<file path="src/rtl/switch_arb_pkg.sv">
// -----------------------------------------------------------------------------
// switch_arb_pkg
//   Shared types and sizing helpers for the N x N crossbar switch arbiter.
//   - arb_state_e : per-output arbitration state (IDLE / OFFER / BUSY)
//   - IDLE_CODE   : request/grant code meaning "no port"
//   - code_width  : width of a request/grant code able to hold 0..n
//   - idx_width   : width of a port index 0..n-1 (at least 1 bit)
//   - timer_width : width of an offer timer counting 0..t-1 (at least 1 bit)
// -----------------------------------------------------------------------------
package switch_arb_pkg;

    typedef enum logic [1:0] {
        ST_IDLE  = 2'd0,
        ST_OFFER = 2'd1,
        ST_BUSY  = 2'd2
    } arb_state_e;

    localparam int unsigned IDLE_CODE = 32'd0;

    function automatic int unsigned code_width(input int unsigned n);
        return (n < 32'd1) ? 32'd1 : $clog2(n + 32'd1);
    endfunction

    function automatic int unsigned idx_width(input int unsigned n);
        return (n < 32'd2) ? 32'd1 : $clog2(n);
    endfunction

    function automatic int unsigned timer_width(input int unsigned t);
        return (t < 32'd2) ? 32'd1 : $clog2(t);
    endfunction

endpackage

</file>
<file path="src/rtl/swarb_rr_pick.sv">
// -----------------------------------------------------------------------------
// swarb_rr_pick
//   Combinational round-robin picker. Searches req starting at index ptr and
//   wrapping N-1 -> 0; returns the first set position.
//   Ports:
//     req   in  N    candidate vector
//     ptr   in  IW   search start index (0..N-1)
//     found out 1    at least one candidate set
//     idx   out IW   index of the winning candidate (0 when none)
// -----------------------------------------------------------------------------
module swarb_rr_pick #(
    parameter int unsigned N  = 8,
    parameter int unsigned IW = 3
) (
    input  logic [N-1:0]  req,
    input  logic [IW-1:0] ptr,
    output logic          found,
    output logic [IW-1:0] idx
);

    // Position base+off modulo N; base is always below N so one subtract suffices.
    function automatic logic [IW-1:0] rot(input logic [IW-1:0] base, input int off);
        int s;
        s = int'(base) + off;
        return (s >= int'(N)) ? IW'(s - int'(N)) : IW'(s);
    endfunction

    // Scan from farthest to nearest offset so the nearest candidate is written last and wins.
    always_comb begin
        found = 1'b0;
        idx   = {IW{1'b0}};
        for (int k = int'(N) - 1; k >= 0; k--) begin
            found = found | req[rot(ptr, k)];
            idx   = req[rot(ptr, k)] ? rot(ptr, k) : idx;
        end
    end

endmodule

</file>
<file path="src/rtl/switch_arbiter_nxn.sv">
// -----------------------------------------------------------------------------
// switch_arbiter_nxn
//   N-input x N-output crossbar switch arbiter. Each input carries one request
//   code (0 = idle, 1..N = output port). Each output runs an IDLE/OFFER/BUSY
//   FSM: it picks a requester round-robin, offers the grant, waits for ack with
//   an optional timeout, then holds the connection until the input withdraws.
//
//   Parameters:
//     NUM_PORTS    number of inputs = outputs (2..15)
//     ACK_TIMEOUT  OFFER cycles without ack before withdrawing; 0 = wait forever
//   Ports:
//     clock        in   1             clock
//     reset        in   1             synchronous, active-high reset
//     request      in   NUM_PORTS*PW  request[i*PW +: PW] = code of input i
//     ack          in   NUM_PORTS     ack[o] = output o+1 accepts its offer
//     grant        out  NUM_PORTS*PW  grant[i*PW +: PW] = output granted to input i
//     grant_valid  out  NUM_PORTS     grant code of input i is non-zero
//     out_busy     out  NUM_PORTS     output o+1 is in BUSY
//
//   Build option: SWITCH_ARB_SELF_ROUTE_EN
//     defined   -> input i may be granted output i+1 (loopback testing)
//     undefined -> self-requests are masked and never granted
// -----------------------------------------------------------------------------
module switch_arbiter_nxn
    import switch_arb_pkg::*;
#(
    parameter  int unsigned NUM_PORTS   = 8,
    parameter  int unsigned ACK_TIMEOUT = 16,
    localparam int unsigned PW          = code_width(NUM_PORTS)
) (
    input  logic                    clock,
    input  logic                    reset,
    input  logic [NUM_PORTS*PW-1:0] request,
    input  logic [NUM_PORTS-1:0]    ack,
    output logic [NUM_PORTS*PW-1:0] grant,
    output logic [NUM_PORTS-1:0]    grant_valid,
    output logic [NUM_PORTS-1:0]    out_busy
);

    localparam int unsigned IW = idx_width(NUM_PORTS);
    localparam int unsigned TW = timer_width(ACK_TIMEOUT);

    logic [PW-1:0]        req_code [NUM_PORTS];
    logic [NUM_PORTS-1:0] req_mat  [NUM_PORTS];   // req_mat[o][i]: input i competes for output o
    logic                 pick_found [NUM_PORTS];
    logic [IW-1:0]        pick_idx   [NUM_PORTS];

    arb_state_e  state_q [NUM_PORTS];
    arb_state_e  state_d [NUM_PORTS];
    logic [IW-1:0] win_q [NUM_PORTS];
    logic [IW-1:0] win_d [NUM_PORTS];
    logic [IW-1:0] ptr_q [NUM_PORTS];
    logic [IW-1:0] ptr_d [NUM_PORTS];
    logic [TW-1:0] timer_q [NUM_PORTS];
    logic [TW-1:0] timer_d [NUM_PORTS];

    logic [PW-1:0]           gcode_d [NUM_PORTS];
    logic [NUM_PORTS*PW-1:0] grant_d, grant_q;
    logic [NUM_PORTS-1:0]    grant_valid_d, grant_valid_q;
    logic [NUM_PORTS-1:0]    out_busy_d, out_busy_q;

    // Self-route permission for input i towards output o.
    function automatic logic self_ok(input int i, input int o);
`ifdef SWITCH_ARB_SELF_ROUTE_EN
        return (i >= 0) && (o >= 0);
`else
        return i != o;
`endif
    endfunction

    // Successor of a winner index, wrapping N-1 -> 0.
    function automatic logic [IW-1:0] next_idx(input logic [IW-1:0] w);
        return (w == IW'(NUM_PORTS - 32'd1)) ? {IW{1'b0}} : w + IW'(1);
    endfunction

    // Unpack request codes and build the per-output candidate matrix.
    // Codes above NUM_PORTS never equal any o+1, so they behave as idle.
    always_comb begin
        for (int i = 0; i < int'(NUM_PORTS); i++) begin
            req_code[i] = request[i*PW +: PW];
        end
        for (int o = 0; o < int'(NUM_PORTS); o++) begin
            for (int i = 0; i < int'(NUM_PORTS); i++) begin
                req_mat[o][i] = (req_code[i] == PW'(o + 1)) && self_ok(i, o);
            end
        end
    end

    for (genvar g = 0; g < int'(NUM_PORTS); g++) begin : g_pick
        swarb_rr_pick #(
            .N  (NUM_PORTS),
            .IW (IW)
        ) u_pick (
            .req   (req_mat[g]),
            .ptr   (ptr_q[g]),
            .found (pick_found[g]),
            .idx   (pick_idx[g])
        );
    end

    // Per-output FSM next state: ack first, then withdrawal, then timeout.
    always_comb begin
        for (int o = 0; o < int'(NUM_PORTS); o++) begin
            state_d[o] = state_q[o];
            win_d[o]   = win_q[o];
            ptr_d[o]   = ptr_q[o];
            timer_d[o] = timer_q[o];
            case (state_q[o])
                ST_IDLE: begin
                    if (pick_found[o]) begin
                        state_d[o] = ST_OFFER;
                        win_d[o]   = pick_idx[o];
                        timer_d[o] = {TW{1'b0}};
                    end else begin
                        state_d[o] = ST_IDLE;
                    end
                end
                ST_OFFER: begin
                    if (ack[o]) begin
                        state_d[o] = ST_BUSY;
                        ptr_d[o]   = next_idx(win_q[o]);
                        timer_d[o] = {TW{1'b0}};
                    end else if (req_code[win_q[o]] != PW'(o + 1)) begin
                        state_d[o] = ST_IDLE;
                        timer_d[o] = {TW{1'b0}};
                    end else if ((ACK_TIMEOUT != 32'd0) &&
                                 (timer_q[o] == TW'(ACK_TIMEOUT - 32'd1))) begin
                        // Advance past a non-acking winner so others are not starved.
                        state_d[o] = ST_IDLE;
                        ptr_d[o]   = next_idx(win_q[o]);
                        timer_d[o] = {TW{1'b0}};
                    end else begin
                        timer_d[o] = (ACK_TIMEOUT == 32'd0) ? timer_q[o] : timer_q[o] + TW'(1);
                    end
                end
                ST_BUSY: begin
                    if (req_code[win_q[o]] != PW'(o + 1)) begin
                        state_d[o] = ST_IDLE;
                    end else begin
                        state_d[o] = ST_BUSY;
                    end
                end
                default: begin
                    state_d[o] = ST_IDLE;
                    timer_d[o] = {TW{1'b0}};
                end
            endcase
        end
    end

    // Map next-state connections onto per-input grant codes. An input can be
    // held by two outputs only in the ack-with-retarget corner; the lowest
    // output index is shown then.
    always_comb begin
        grant_d       = {(NUM_PORTS*PW){1'b0}};
        grant_valid_d = {NUM_PORTS{1'b0}};
        out_busy_d    = {NUM_PORTS{1'b0}};
        for (int i = 0; i < int'(NUM_PORTS); i++) begin
            gcode_d[i] = PW'(IDLE_CODE);
            for (int o = int'(NUM_PORTS) - 1; o >= 0; o--) begin
                gcode_d[i] = ((state_d[o] != ST_IDLE) && (win_d[o] == IW'(i))) ?
                             PW'(o + 1) : gcode_d[i];
            end
            grant_d[i*PW +: PW] = gcode_d[i];
            grant_valid_d[i]    = (gcode_d[i] != PW'(IDLE_CODE));
        end
        for (int o = 0; o < int'(NUM_PORTS); o++) begin
            out_busy_d[o] = (state_d[o] == ST_BUSY);
        end
    end

    // State, pointer, timer and registered-output flops with synchronous reset.
    always_ff @(posedge clock) begin
        if (reset) begin
            for (int o = 0; o < int'(NUM_PORTS); o++) begin
                state_q[o] <= ST_IDLE;
                win_q[o]   <= {IW{1'b0}};
                ptr_q[o]   <= {IW{1'b0}};
                timer_q[o] <= {TW{1'b0}};
            end
            grant_q       <= {(NUM_PORTS*PW){1'b0}};
            grant_valid_q <= {NUM_PORTS{1'b0}};
            out_busy_q    <= {NUM_PORTS{1'b0}};
        end else begin
            for (int o = 0; o < int'(NUM_PORTS); o++) begin
                state_q[o] <= state_d[o];
                win_q[o]   <= win_d[o];
                ptr_q[o]   <= ptr_d[o];
                timer_q[o] <= timer_d[o];
            end
            grant_q       <= grant_d;
            grant_valid_q <= grant_valid_d;
            out_busy_q    <= out_busy_d;
        end
    end

    assign grant       = grant_q;
    assign grant_valid = grant_valid_q;
    assign out_busy    = out_busy_q;

endmodule

</file>
<file path="config.mk">
export PLATFORM = sky130hd
export DESIGN_NAME = switch_arbiter_nxn
export DESIGN_NICKNAME = d
export VERILOG_FILES = /design/src/rtl/switch_arb_pkg.sv /design/src/rtl/swarb_rr_pick.sv /design/src/rtl/switch_arbiter_nxn.sv
export SDC_FILE = /design/constraint.sdc
export NUM_CORES = 1
export LEC_CHECK = 0
export ABC_AREA = 0
export BUFFER_PORTS_ARGS = -buffer_cell sky130_fd_sc_hd__buf_2
export CAP_MARGIN = 20
export CORE_MARGIN = 3
export CORE_UTILIZATION = 62
export CTS_BUF_LIST = sky130_fd_sc_hd__clkbuf_4
export CTS_CLUSTER_SIZE = 30
export DETAILED_ROUTE_END_ITERATION = 8
export MAX_ROUTING_LAYER = met4
export PLACE_DENSITY = 0.86
export RECOVER_POWER = 50
export SYNTH_ARGS = -nofsm -noshare
export SYNTH_HDL_FRONTEND = slang
export SYNTH_SLANG_ARGS = --single-unit
</file>
<file path="constraint.sdc">
create_clock -name clock -period 5.4 [get_ports clock]
set_input_delay 1.08 -clock clock [delete_from_list [all_inputs] [get_ports clock]]
set_output_delay 1.08 -clock clock [all_outputs]
set_load 0.02 [all_outputs]
</file>
==> qor.yml, run 1 <==
synthesis:
  synth.area.top_cells: "dfxtp_1 19%, mux4_2 6.8%, nor2_1 5.8%"
  synth_cells: 1910
  synth-simple-area-share_pct: 31.6
  synth_compound_area_share_pct: 28.2
  syn_area_um2: 14900
  yosys-mux-area-fraction_pct: 11.5
  syn_nets: 1992
  ys_warn_count: 0
  synth_top_cell_by_area: "dfxtp_1"
  synth_xor_area_share_pct: 1.82
  synth_top_family_by_area: "simple AND/OR/NAND/NOR gates"
  synth_fa_ha_area_share_pct: 3.35
  ys_seq_elements: 144
  ys_seq_area_share_pct: 19.3
  synth_area_per_cell_um2: 7.83
  synth_cell_types: 112
  synth-main-ff-cell: "dfxtp_1"
  async_reset_ff_share_pct: 0
  yosysTopAreaCellShare_pct: 19.3
  synth_edf_count: 0
worst_setup_path:
  crit_start: "request[26]"
  timing.rr.start: "ptr_q[0][9]$_SDFFE_PP0P_"
  crit_path_cell_trace: "buf_2, nor4b_1, mux4_2, a311o_1, a2111oi_0, a21oi_1, nand2b_1, o22a_1, nor3_2, or3_4, mux2i_1, a311o_1"
  start_kind: "input pin"
  worst_path_max_delay_cell: "a2111oi_0"
  cpMostUsedCell: "a311o_1"
  path_buf_inv: 1
  end_kind: "flip-flop"
  slowest_delay_ns: 1.10
  critical_path_arrival_ns: 5.42
  crit_fanout: 14
  required_ns: 5.88
  critPathTopFamily: "compound AO/OA/AOI/OAI gates"
  critical_path_class: "in -> reg"
clock_tree:
  cts_root_buf: "clkbuf_4"
  max-clock-path-buffers: 2
  cts_hold_buf: 0
  cts_resized: 0
  post_cts_buffers: 0
  clock_sinks: 144
  cts_buffers: 17
  worstSkewPairLatency_ns: 0.61
  path_clk_slew_ns: 0.17
  h-tree-depth: 4
  cts_tree: "built"
global_route:
  antenna_found_initial: 4
  grt_use_total_pct: 38.0
  grt_max_degree: 88
  grt_overflow: 0
  first_global_vias: 14900
  grt_pass1_wl_mm: 78.7
layout:
  drive_above_1_share_pct: 13.2
  fillCellCount: 2047
  final_cell_mix: "230 x nor2_1, 144 x dfxtp_1, 137 x nand2_1, 129 x a21oi_1, 80 x o21ai_0"
  area_delta_synth_final_pct: 7.43
  final_area_um2: 16100
  layout_commonest_cell: "nor2_1"
  nNetsFinal: 2051
floorplanning:
  die_area_um2: 26000
  num_rows: 56
  ios: 90
  core_area_um2: 23600
  chipWidth_um: 161
  fp.dieH_um: 161
  start_util_pct: 63.3
sta:
  final.period_utilization_pct: 91.6
  finalHoldViolations: 0
  worstMarginPinSlew_ns: 1.34
  min_period_ns: 4.94
  slew_headroom_pct: 8.68
  final-setup-viol-count: 0
  skew_ns: 0.0423
  grt_setup_unrepaired: "false"
  fin_setup_tns_ns: 0
  timing.fmax_mhz: 202
  maxSlewViolCount: 0
outcome:
  outcome: "finished, final reports clean"
route:
  num_vias: 16400
  ant_nets: 0
  dr.pass1.iters: 7
  vias_per_cell: 7.13
  drt_iter0_markers: 2230
  wl_per_cell_um: 21.6
  drcViolationCount: 0
  routed_wl_mm: 49.8
worst_hold_path:
  hold_class: "reg -> reg"
  hp-start: "timer_q[0][15]$_SDFFE_PP0P_"
power_and_ir_drop:
  leakage_uw: 0.00589
  p_per_area_nw_per_um2: 236
  ir_drop_v: 0.000194
placement:
  gp_congestion: 1.04
  portBuffers: 89
  dpl_cell_area_um2: 15800
  dp.final_hpwl_mm: 38.0
job:
  drv_cap: 0
==> through the flow <==
stage	hold slack (ns)	setup slack [ns]	util (%)	power (µW)	cells
after floorplan	0.441	1.00	-	2490	1910
after global placement	0.462	0.538	67.1	2950	2269
after detailed placement	0.483	0.432	67.1	2980	2269
after CTS	0.510	0.715	68.3	3770	2301
after global routing	0.533	0.223	68.0	3980	2305
final	0.514	0.456	68.0	3800	2305
==> routing by layer <==
layer  part of all wire [%]  GRT usage, %
met2                     46          59.5
met3                     10          7.87
met1                     40          48.3
met5                      0             -
met4                    4.1          14.9
==> cells in the mapped netlist (12+ instances only) <==
library cell  instances
nor2_1              230
dfxtp_1             144
nand2_1             137
a21oi_1             129
clkbuf_1             80
o21ai_0              80
nor3_1               57
mux2i_1              56
nor2b_1              51
nand3_1              50
nand2b_1             46
mux4_2               45
inv_1                41
ha_1                 40
nand3b_1             30
a31oi_1              28
a22oi_1              27
nor4b_1              26
and2_1               22
o211ai_1             22
a211oi_1             21
a21o_1               20
buf_2                20
nor3b_1              18
xnor2_1              18
nor4bb_1             17
o22ai_1              17
a41oi_1              16
a22o_1               15
o21a_1               15
or3_1                14
or4b_1               14
and3_1               13
mux2_2               13
nor4_1               13
xor2_1               13
nand4b_1             12
==> state kept, by name, indices dropped and copies added, names as in the netlist <==
| name | count |
|---|---|
| grant | 32 |
| timer_q | 32 |
| ptr_q | 24 |
| win_q | 24 |
| state_q | 16 |
| grant_valid | 8 |
| out_busy | 8 |
==> final cells by class <==
cell class | count | area [µm²] | share of cell area (%)
Antenna cell | 4 | 10.0 | 0.0623
Multi-Input combinational cell | 1605 | 11400 | 71.2
Clock buffer | 19 | 143 | 0.888
Timing Repair Buffer | 151 | 843 | 5.25
Tap cell | 319 | 399 | 2.49
Inverter | 50 | 188 | 1.17
Sequential cell | 144 | 2880 | 18.0
Clock inverter | 13 | 163 | 1.01
==> worst paths after layout <==
path	cells after the start	slack, ns	endpoint
max	12	0.46	grant_valid[0]$_SDFF_PP0_
min	1	0.51	timer_q[0][15]$_SDFFE_PP0P_
max reg2reg	13	0.55	grant_valid[0]$_SDFF_PP0_
min reg2reg	1	0.51	timer_q[0][15]$_SDFFE_PP0P_
==> cells by family (layout without fill, tap and decap cells) <==
family | count (synthesis) | in the layout
AND/OR/NAND/NOR | 834 | 834
AO/OA/AOI/OAI | 586 | 586
buffers and inverters | 161 | 233
flip-flops | 144 | 144
multiplexers | 114 | 114
adder cells (fa/ha/maj) | 40 | 40
XOR/XNOR | 31 | 31
other | 0 | 4
==> where the power goes <==
part | internal [µW] | switching [µW]
Sequential | 1170 | 114
Combinational | 639 | 1080
Clock | 333 | 466
==> worst reg2reg max path, cell delays in order, from the launching register on <==
cell       delay, ns
dfxtp_1         0.37
clkinv_1        0.09
ha_1            0.54
inv_1           0.20
mux4_2          0.43
nor2_1          0.08
a2111oi_0       1.15
a21oi_1         0.23
nand2b_1        0.27
o22a_1          0.36
nor3_2          0.11
or3_4           0.40
mux2i_1         0.13
a311o_1         0.39
Power figures use the tool's default switching activity.
==> inputs of run 2 (changes only) <==
Clock period 5.4 ns to 5.45 ns, I/O delays scaled along.
==> qor.yml, run 2 (synthesis results as in run 1) <==
outcome:
  outcome: "finished, final reports clean"
power_and_ir_drop:
  p_per_area_nw_per_um2: 229
  leakage_uw: 0.00584
  ir_drop_v: 0.000194
route:
  num_vias: 16400
  routed_wl_mm: 49.0
  ant_nets: 0
  vias_per_cell: 7.12
  wl_per_cell_um: 21.3
  drt_iter0_markers: 2388
  drcViolationCount: 0
  dr.pass1.iters: 7
global_route:
  grt_overflow: 0
  first_global_vias: 15100
  antenna_found_initial: 0
  grt_use_total_pct: 37.7
  grt_max_degree: 79
  grt_pass1_wl_mm: 78.3
worst_setup_path:
  critical_path_arrival_ns: 5.43
  required_ns: 5.92
  start_kind: "input pin"
  crit_fanout: 12
  critical_path_class: "in -> reg"
  end_kind: "flip-flop"
clock_tree:
  cts_hold_buf: 0
  cts_tree: "built"
  max-clock-path-buffers: 2
  cts_root_buf: "clkbuf_4"
  h-tree-depth: 4
  path_clk_slew_ns: 0.14
  cts_resized: 0
  clock_sinks: 144
  post_cts_buffers: 0
  cts_buffers: 17
  worstSkewPairLatency_ns: 0.59
layout:
  nNetsFinal: 2049
  multiInputGateArea_um2: 11400
  area_delta_synth_final_pct: 6.90
  layout_commonest_cell: "nor2_1"
  drive_above_1_share_pct: 12.9
  regArea_um2: 2880
  final_cell_mix: "230 x nor2_1, 144 x dfxtp_1, 137 x nand2_1, 129 x a21oi_1, 80 x o21ai_0"
  fin_cells: 2299
  fillCellCount: 2109
  final_area_um2: 16000
  n_antenna_cell: 0
  utilization_pct: 67.7
placement:
  dpl_cell_area_um2: 15800
  gp_congestion: 1.03
  portBuffers: 89
  dp.final_hpwl_mm: 37.5
  place_inst: 2267
sta:
  skew_ns: 0.0332
  slew_headroom_pct: 8.39
  final.period_utilization_pct: 91.1
  timing.fmax_mhz: 201
  fin_hold_ws_ns: 0.506
  grt_setup_unrepaired: "false"
  worstMarginPinSlew_ns: 1.36
  finalHoldViolations: 0
  final-setup-viol-count: 0
  min_period_ns: 4.97
  fin_setup_tns_ns: 0
  maxSlewViolCount: 0
job:
  drv_cap: 0
floorplanning:
  fp.dieH_um: 161
  num_rows: 56
  start_util_pct: 63.3
  chipWidth_um: 161
  core_area_um2: 23600
  ios: 90
  die_area_um2: 26000
worst_hold_path:
  hold_class: "reg -> reg"
## run 2: area by class of cell
cell class | instances | share of cell area (%)
Multi-Input combinational cell | 1605 | 71.5
Sequential cell | 144 | 18.0
Timing Repair Buffer | 149 | 5.18
Tap cell | 319 | 2.50
Inverter | 50 | 1.17
Clock buffer | 19 | 0.893
Clock inverter | 13 | 0.720
## run 2: power breakdown
group          leakage (µW)  internal (µW)  switching [µW]
combinational       0.00454            633            1060
clock              0.000125            235             454
sequential          0.00117           1160             111
## run 2: stage by stage
step,power [µW],setup slack [ns]
global route,3830,0.199
CTS,3620,0.709
finish,3660,0.484
global placement,2910,0.550
detailed placement,2940,0.346
floorplan,2460,1.04
## run 2: metal layers
layer	part of all wire [%]	vias up	routed length [µm]	track usage, %
li1	-	7486	-	-
met5	0	-	0	-
met1	39	7609	19100	47.2
met2	45	1052	22000	58.3
met4	5.7	0	2800	19.4
met3	11	219	5150	7.41
## run 2: worst paths after layout
kind,from,to,slack (ns),depth (start not counted)
max,request[12],grant_valid[0]$_SDFF_PP0_,0.48,13
min,timer_q[0][15]$_SDFFE_PP0P_,timer_q[0][15]$_SDFFE_PP0P_,0.51,1
max reg2reg,ptr_q[1][0]$_SDFFE_PP0P_,grant_valid[0]$_SDFF_PP0_,0.58,13
min reg2reg,timer_q[0][15]$_SDFFE_PP0P_,timer_q[0][15]$_SDFFE_PP0P_,0.51,1
## run 2: worst max-delay path, cell delays in order
cell	delay (ns)
clkbuf_1	0.41
nor4b_1	1.14
mux2i_1	0.17
mux4_2	0.56
nor3b_1	0.17
a221oi_1	0.49
o21ai_0	0.16
o31a_1	0.13
o21ai_2	0.27
nor2_1	0.11
nand3_1	0.20
a221oi_1	0.15
a311o_1	0.37
==> inputs of run 3 (changes only) <==
Settings changed: BUFFER_PORTS_ARGS -buffer_cell sky130_fd_sc_hd__buf_2 to -buffer_cell sky130_fd_sc_hd__clkbuf_2.
==> qor.yml, run 3 (synthesis results as in run 1) <==
placement:
  dpl_worst_slack_ns: 0.426
  portBuffers: 89
  gp_congestion: 1.01
  dp.final_hpwl_mm: 37.3
clock_tree:
  max-clock-path-buffers: 2
  worstSkewPairLatency_ns: 0.59
  path_clk_slew_ns: 0.16
  clock_sinks: 144
  h-tree-depth: 4
  cts_tree: "built"
  cts_hold_buf: 0
  cts_resized: 0
  cts_buffers: 17
  post_cts_buffers: 0
  cts_root_buf: "clkbuf_4"
worst_setup_path:
  end_kind: "flip-flop"
  crit_fanout: 12
  start_kind: "input pin"
  critical_path_class: "in -> reg"
  required_ns: 5.96
  critical_path_arrival_ns: 5.25
sta:
  skew_ns: 0.0371
  min_period_ns: 4.74
  fin_setup_tns_ns: 0
  slew_headroom_pct: 35.9
  final.period_utilization_pct: 86.9
  timing.fmax_mhz: 211
  maxSlewViolCount: 0
  finalHoldViolations: 0
  final-setup-viol-count: 0
  fin_ws_ns: 0.712
  worstMarginPinSlew_ns: 0.948
  grt_setup_unrepaired: "false"
layout:
  final_cell_mix: "230 x nor2_1, 144 x dfxtp_1, 137 x nand2_1, 129 x a21oi_1, 80 x o21ai_0"
  layout_commonest_cell: "nor2_1"
  drive_above_1_share_pct: 13.3
  nNetsFinal: 2056
  area_delta_synth_final_pct: 8.07
global_route:
  antenna_found_initial: 1
  grt_overflow: 0
  grt_use_total_pct: 37.2
  first_global_vias: 14600
  grt_max_degree: 88
  grt_pass1_wl_mm: 77.2
route:
  vias_per_cell: 7.04
  dr.pass1.iters: 8
  wl_per_cell_um: 21.2
  num_vias: 16200
  routed_wl_mm: 48.9
  drt_iter0_markers: 2139
  ant_nets: 0
  drcViolationCount: 0
power_and_ir_drop:
  ir_drop_v: 0.000154
  leakage_uw: 0.00594
  p_per_area_nw_per_um2: 240
floorplanning:
  ios: 90
  chipWidth_um: 161
  start_util_pct: 63.3
  core_area_um2: 23600
  die_area_um2: 26000
  num_rows: 56
  fp.dieH_um: 161
job:
  drv_cap: 0
worst_hold_path:
  hold_class: "reg -> reg"
outcome:
  outcome: "finished, final reports clean"
[run 3: changes by cell type in the layout (fill, tap and decap cells not counted), sizes merged]
| cell | change |
|---|---|
| clkbuf | +37 |
| clkinv | -2 |
| buf | -31 |
| inv | +3 |
| diode | +1 |
| bufinv | +4 |
| clkinvlp | -4 |
[run 3: power breakdown]
part / switching [µW] / internal, µW
sequential: 107 / 1160
clock: 477 / 425
combinational: 1070 / 645
[run 3: path summary, 6_finish.rpt]
check	slack, ns	start	to	cells after the start
setup / recovery	0.71	request[13]	grant_valid[4]$_SDFF_PP0_	14
hold / removal	0.50	timer_q[0][15]$_SDFFE_PP0P_	timer_q[0][15]$_SDFFE_PP0P_	1
setup reg to reg	0.74	ptr_q[1][3]$_SDFFE_PP0P_	grant_valid[0]$_SDFF_PP0_	15
hold reg to reg	0.50	timer_q[0][15]$_SDFFE_PP0P_	timer_q[0][15]$_SDFFE_PP0P_	1
[run 3: layout make-up]
| class | count | area [µm²] |
|---|---|---|
| clock inverter | 14 | 229 |
| sequential | 144 | 2880 |
| tap | 319 | 399 |
| antenna | 1 | 2.50 |
| clock buffer | 18 | 135 |
| inverter | 50 | 188 |
| fill | 2024 | 7460 |
| timing repair buffer | 156 | 876 |
| multi-input combinational | 1605 | 11400 |
[run 3: through the flow]
stage	util [%]	cells	total power, µW	hold WS [ns]	instance area (µm²)
floorplan	-	1910	2460	0.441	14900
global placement	67.2	2274	2940	0.467	15900
detailed placement	67.2	2274	2960	0.469	15900
CTS	68.8	2306	3850	0.495	16200
global route	68.4	2307	4070	0.520	16200
finish	68.4	2307	3880	0.497	16200
[run 3: metal layers]
metal	share of wire [%]	up-vias	track usage, %
met1	41	7573	48.4
met4	4.6	0	14.9
met5	0	-	-
met2	45	989	57.6
li1	-	7498	-
met3	9.7	189	6.72
[run 3: worst max-delay path: stages]
cell and delay [ns]:
clkbuf_1 0.49, nor4bb_1 0.44, clkbuf_1 0.37, a22oi_1 0.20
a21o_1 0.24, a211o_1 0.30, a2111oi_0 0.42, o221ai_1 0.32
a32oi_1 0.43, buf_4 0.19, o2111a_1 0.16, o22ai_1 0.09
a221oi_2 0.35, nand3b_1 0.15
